==> src/rtl/rca_seq_adder_pkg.sv <==
`default_nettype none
// ---------------------------------------------------------------------------
// rca_pkg - FSM state encoding and chunk-count helper for rca_seq_adder, rev 1.0
// ---------------------------------------------------------------------------
package rca_pkg;

  typedef enum logic [1:0] {
    IDLE = 2'd0,
    RUN  = 2'd1,
    DONE = 2'd2
  } state_e;

  // Returns 0 for an illegal WIDTH/CHUNK pair so the top can refuse to elaborate.
  function automatic int calc_nchunk(input int width, input int chunk);
    if (width < 1 || chunk < 1 || (width % chunk) != 0) return 0;
    return width / chunk;
  endfunction

endpackage
`default_nettype wire

==> src/rtl/rca_seq_adder_slice.sv <==
`default_nettype none
// ---------------------------------------------------------------------------
// rca_slice - combinational CHUNK-bit ripple-carry slice, rev 1.0
// ---------------------------------------------------------------------------
module rca_slice
  import rca_pkg::*;
#(
  parameter int CHUNK = 4
) (
  input  logic [CHUNK-1:0] x,
  input  logic [CHUNK-1:0] y,
  input  logic             ci,
  output logic [CHUNK-1:0] s,
  output logic             co
);

  logic [CHUNK:0] w_c;

  assign w_c[0] = ci;

  for (genvar g = 0; g < CHUNK; g++) begin : g_fa
    assign s[g]     = x[g] ^ y[g] ^ w_c[g];
    assign w_c[g+1] = (x[g] & y[g]) | (x[g] & w_c[g]) | (y[g] & w_c[g]);
  end

  assign co = w_c[CHUNK];

endmodule
`default_nettype wire

==> src/rtl/rca_seq_adder.sv <==
`default_nettype none
// ---------------------------------------------------------------------------
// rca_seq_adder - multi-cycle ripple-carry adder, one CHUNK slice per cycle;
// define RCA_SEQ_SUB_EN to add the sub (a - b) input. rev 1.0
// ---------------------------------------------------------------------------
module rca_seq_adder
  import rca_pkg::*;
#(
  parameter int WIDTH = 16,
  parameter int CHUNK = 4
) (
  input  logic             clk,
  input  logic             rst_n,
  input  logic             in_valid,
  output logic             in_ready,
  input  logic [WIDTH-1:0] a,
  input  logic [WIDTH-1:0] b,
  input  logic             cin,
`ifdef RCA_SEQ_SUB_EN
  input  logic             sub,
`endif
  output logic             out_valid,
  input  logic             out_ready,
  output logic [WIDTH-1:0] sum,
  output logic             cout,
  output logic             busy
);

  localparam int NCHUNK = calc_nchunk(WIDTH, CHUNK);
  localparam int IDXW   = (NCHUNK > 1) ? $clog2(NCHUNK) : 1;
  localparam logic [IDXW-1:0] LAST_IDX = IDXW'(NCHUNK - 1);

  if (NCHUNK == 0) begin : g_bad_param
    $error("rca_seq_adder: WIDTH must be >= 1 and a multiple of CHUNK");
  end

  state_e           state_q, state_d;
  logic [WIDTH-1:0] a_q, a_d, b_q, b_d, sum_q, sum_d;
  logic [IDXW-1:0]  idx_q, idx_d;
  logic             carry_q, carry_d, cout_q, cout_d;
  logic [CHUNK-1:0] w_x, w_y, w_s;
  logic             w_co;

  always_comb begin
    w_x = '0;
    w_y = '0;
    for (int k = 0; k < NCHUNK; k++) begin
      if (idx_q == IDXW'(k)) begin
        w_x = a_q[k*CHUNK +: CHUNK];
        w_y = b_q[k*CHUNK +: CHUNK];
      end
    end
  end

  rca_slice #(.CHUNK(CHUNK)) u_slice (
    .x  (w_x),
    .y  (w_y),
    .ci (carry_q),
    .s  (w_s),
    .co (w_co)
  );

  always_comb begin
    state_d = state_q;
    a_d     = a_q;
    b_d     = b_q;
    carry_d = carry_q;
    idx_d   = idx_q;
    sum_d   = sum_q;
    cout_d  = cout_q;
    case (state_q)
      IDLE: begin
        if (in_valid) begin
          a_d     = a;
`ifdef RCA_SEQ_SUB_EN
          // Subtract as a + ~b + 1; cin is ignored in that mode.
          b_d     = sub ? ~b : b;
          carry_d = sub ? 1'b1 : cin;
`else
          b_d     = b;
          carry_d = cin;
`endif
          idx_d   = '0;
          state_d = RUN;
        end
      end
      RUN: begin
        for (int k = 0; k < NCHUNK; k++) begin
          if (idx_q == IDXW'(k)) sum_d[k*CHUNK +: CHUNK] = w_s;
        end
        carry_d = w_co;
        idx_d   = idx_q + IDXW'(1);
        if (idx_q == LAST_IDX) begin
          cout_d  = w_co;
          state_d = DONE;
        end
      end
      DONE: begin
        if (out_ready) state_d = IDLE;
      end
      default: state_d = IDLE;
    endcase
  end

  always_ff @(posedge clk) begin
    if (!rst_n) begin
      state_q <= IDLE;
      a_q     <= '0;
      b_q     <= '0;
      carry_q <= 1'b0;
      idx_q   <= '0;
      sum_q   <= '0;
      cout_q  <= 1'b0;
    end else begin
      state_q <= state_d;
      a_q     <= a_d;
      b_q     <= b_d;
      carry_q <= carry_d;
      idx_q   <= idx_d;
      sum_q   <= sum_d;
      cout_q  <= cout_d;
    end
  end

  assign in_ready  = (state_q == IDLE);
  assign out_valid = (state_q == DONE);
  assign busy      = (state_q == RUN) || (state_q == DONE);
  assign sum       = sum_q;
  assign cout      = cout_q;

endmodule
`default_nettype wire

==> config.mk <==
export PLATFORM = sky130hd
export DESIGN_NAME = rca_seq_adder
export DESIGN_NICKNAME = d
export VERILOG_FILES = /design/src/rtl/rca_seq_adder_pkg.sv /design/src/rtl/rca_seq_adder_slice.sv /design/src/rtl/rca_seq_adder.sv
export SDC_FILE = /design/constraint.sdc
export NUM_CORES = 1
export LEC_CHECK = 0
export BUFFER_PORTS_ARGS = -buffer_cell sky130_fd_sc_hd__buf_2
export CAP_MARGIN = 20
export CORE_ASPECT_RATIO = 1.5
export CORE_MARGIN = 1
export CORE_UTILIZATION = 45
export CTS_BUF_LIST = sky130_fd_sc_hd__clkbuf_2 sky130_fd_sc_hd__clkbuf_4 sky130_fd_sc_hd__clkbuf_8
export DETAILED_ROUTE_END_ITERATION = 8
export PLACE_DENSITY = 0.66
export SLEW_MARGIN = 20
export SYNTH_ARGS = -nofsm -noshare
export SYNTH_HDL_FRONTEND = slang
export SYNTH_SLANG_ARGS = --single-unit
export TNS_END_PERCENT = 5
==> constraint.sdc <==
create_clock -name clk -period 3.55 [get_ports clk]
set_input_delay 0.71 -clock clk [delete_from_list [all_inputs] [get_ports clk]]
set_output_delay 0.71 -clock clk [all_outputs]
set_load 0.02 [all_outputs]
==> out/results.txt <==
combinational power share -> 0.373
gpl congestion -> 0.873
Worst EP arrival -> 3.47 ns
Flop pwr share -> 0.428
largest net degree at the start of global routing -> 53
Sw Ratio -> 0.377
maxcap violations -> 0
Die W -> 62.3 um
CP dominant cell by count -> fa_1
die area -> 5770 um^2
Worst Setup Slack, final -> 0.287 ns
dominant synthesized flop cell -> dfxtp_1
Clock Tree Root -> clkbuf_8
Inserted Clock Buffers -> 5
initial antenna violation count -> 0
peak supply drop -> 271 uV
P_int -> 1.11 mW
Bufs and invs on worst path -> 3
GRT Total Usage -> 0.202
I/O pin total -> 57
DR vias -> 2,148
WP data required -> 3.76 ns
Clock H-tree levels -> 2
FF+latch count, synth -> 54
fin. max-slew vios -> 0
Slowest-stage cell, CP -> fa_1
largest area contributor in the netlist -> dfxtp_1
clock share of power -> 0.199
first-pass GRT wire length -> 9.18 mm
final antenna-violating net count -> 0
Clk Latency, worst-skew pair -> 0.30 ns
EDFF count, synth -> 0
Max Buffers Root-to-Sink -> 2
Top Family by Delay on Critical Path -> adder cells
period utilization -> 0.919
footprint of the multi-input gates -> 1180 um^2
vias in the first global route -> 1,926
CTS tree -> built
Worst path depth -> 12
DRC -> 0
synthesized area -> 2460 um^2
crit path time final -> 3.26 ns
crit path kind -> reg2reg
Slowest Stage Delay on Critical Path -> 0.46 ns
Register Area -> 1080 um^2
post-DR vias/cell -> 5.13
number of DRC markers in iteration 0 -> 85
worst setup path endpoint -> sum[7]
synth warn -> 0
r2r endpoint -> sum[7]
Post-Route WL -> 5.39 mm
R2R depth -> 12
CTS clk-pin slew, worst paths -> 0.09 ns
post-synth cell types -> 27
Post-CTS Resized -> 0
Syn Inst Count -> 305
Area contributors post-synth -> dfxtp_1 (44%), nand2_1 (13%), a21oi_1 (11%)
Leakage -> 1.15 nW
drt pass-1 iters -> 5
critical path fanouts, max -> 17
P per Cell Area -> 628 nW/um^2
Psw -> 0.669 mW
ant diodes -> 0
Layout Nets -> 398
R2R Setup Slk -> 0.29 ns
grt total ovfl -> 0
Post-synth ARST share -> 0
Synth top area share -> 0.440
leading cell types in the layout, fill and taps excluded -> nand2_1 (87), a21oi_1 (56), buf_2 (56)
max_slew headroom -> 0.393
setup violators final -> 0
Syn Nets -> 353
hold path cells -> 2
CP endpoint kind -> flip-flop
register area share after synthesis -> 0.440
# rows -> 32
dpl ws -> 0.313 ns
status -> complete, no violations
TritonCTS Sinks -> 54
starting density of the core -> 0.472
syn avg cell area -> 8.06 um^2
post-CTS setup buffers -> 0
total negative slack -> 0 ns
layout cells sized above 1 -> 0.228
Worst setup SP type -> flip-flop
chip height -> 92.5 um
most common cell after layout, fill and taps aside -> nand2_1
Hold-fix buffers, CTS -> 0
reg2reg start -> idx_q[1]
wire per inst -> 12.9 um
final hold violation count -> 0
core area -> 5200 um^2
Worst Setup SP -> idx_q[1]
crit-path cells -> inv_1 > ha_1 > a21oi_1 > o21ai_0 > a22oi_1 > fa_1 > inv_1 > fa_1 > fa_1 > inv_1 > fa_1 > a311oi_1
Fillers -> 530
DP HPWL -> 3.91 mm
FMAX -> 306 MHz
IO Port Bufs -> 56
hold crit path type -> reg2reg
Clock Skew -> 0.00557 ns
worst slew pin tran -> 0.909 ns
RSZ-0062 raised after global routing -> false
Area growth, synth to finish -> 15.0%
-- cells in the mapped netlist (2+ instances only) --
cell,instances
a22oi_1,4
dfxtp_1,54
nand2_1,87
clkbuf_1,7
and2_1,2
a311oi_1,6
o21ai_0,8
fa_1,4
buf_6,3
ha_1,7
buf_4,2
a22o_1,4
nor2_1,6
inv_1,17
mux2i_1,5
a211oi_1,3
a21oi_2,5
buf_2,11
nand3_1,7
a21oi_1,56
-- cell type report --
type / count / area share
sequential: 54 / 0.382
multi-input combinational: 210 / 0.417
clock buffer: 7 / 0.0319
clock inverter: 1 / 0.00177
timing repair buffer: 61 / 0.112
inverter: 18 / 0.0239
tap: 68 / 0.0301
-- how the worst min path moves through the flow --
stage	startpoint	endpoint	slack [ns]
finish	sum[9]	sum[9]	0.46
global route	sum[2]	sum[2]	0.47
CTS	sum[1]	sum[1]	0.46
detailed placement	sum[1]	sum[1]	0.44
global placement	sum[1]	sum[1]	0.44
floorplan	a_q[10]	a_q[10]	0.44
-- kinds of logic after synthesis --
group	share of synthesized area
buffers and inverters	0.0804
multiplexers	0.0204
adder cells (fa/ha/maj)	0.0682
AO/OA/AOI/OAI	0.219
flip-flops	0.440
AND/OR/NAND/NOR	0.172
-- registers in the layout, summed over array words and instances (netlist names) --
signal	cells
a_q	16
idx_q	2
b_q	16
cout	1
carry_q	1
state_q	2
sum	16
-- layer usage --
layer | vias up | routed length [um] | GRT usage
met5 | - | 0 | 0
met4 | 0 | 98 | 0.0640
met3 | 10 | 192 | 0.0357
met2 | 54 | 2790 | 0.373
met1 | 978 | 2300 | 0.234
li1 | 1106 | - | -
-- power groups by stage --
stage          clock network (mW)  registers (mW)  logic, mW
3_5_place_dp                    0           0.774      0.668
4_1_cts                     0.363           0.759      0.670
6_report                    0.353           0.759      0.662
5_1_grt                     0.388           0.772      0.746
3_3_place_gp                    0           0.772      0.656
2_1_floorplan                   0           0.780      0.509
-- tightest hold or removal path, stage by stage, from the launching register on --
cell,delay [ns]
dfxtp_1,0.32
nand2_1,0.05
a21oi_1,0.05
-- stage by stage --
step	cell area [um^2]	std cells	power, mW	hold slack, ns	utilization
detailed placement	2730	411	1.44	0.443	0.525
global placement	2730	411	1.43	0.443	0.525
finish	2830	419	1.77	0.456	0.543
CTS	2830	419	1.79	0.456	0.543
global route	2830	419	1.91	0.472	0.543
floorplan	2460	305	1.29	0.436	-
Power figures use the tool's default switching activity.
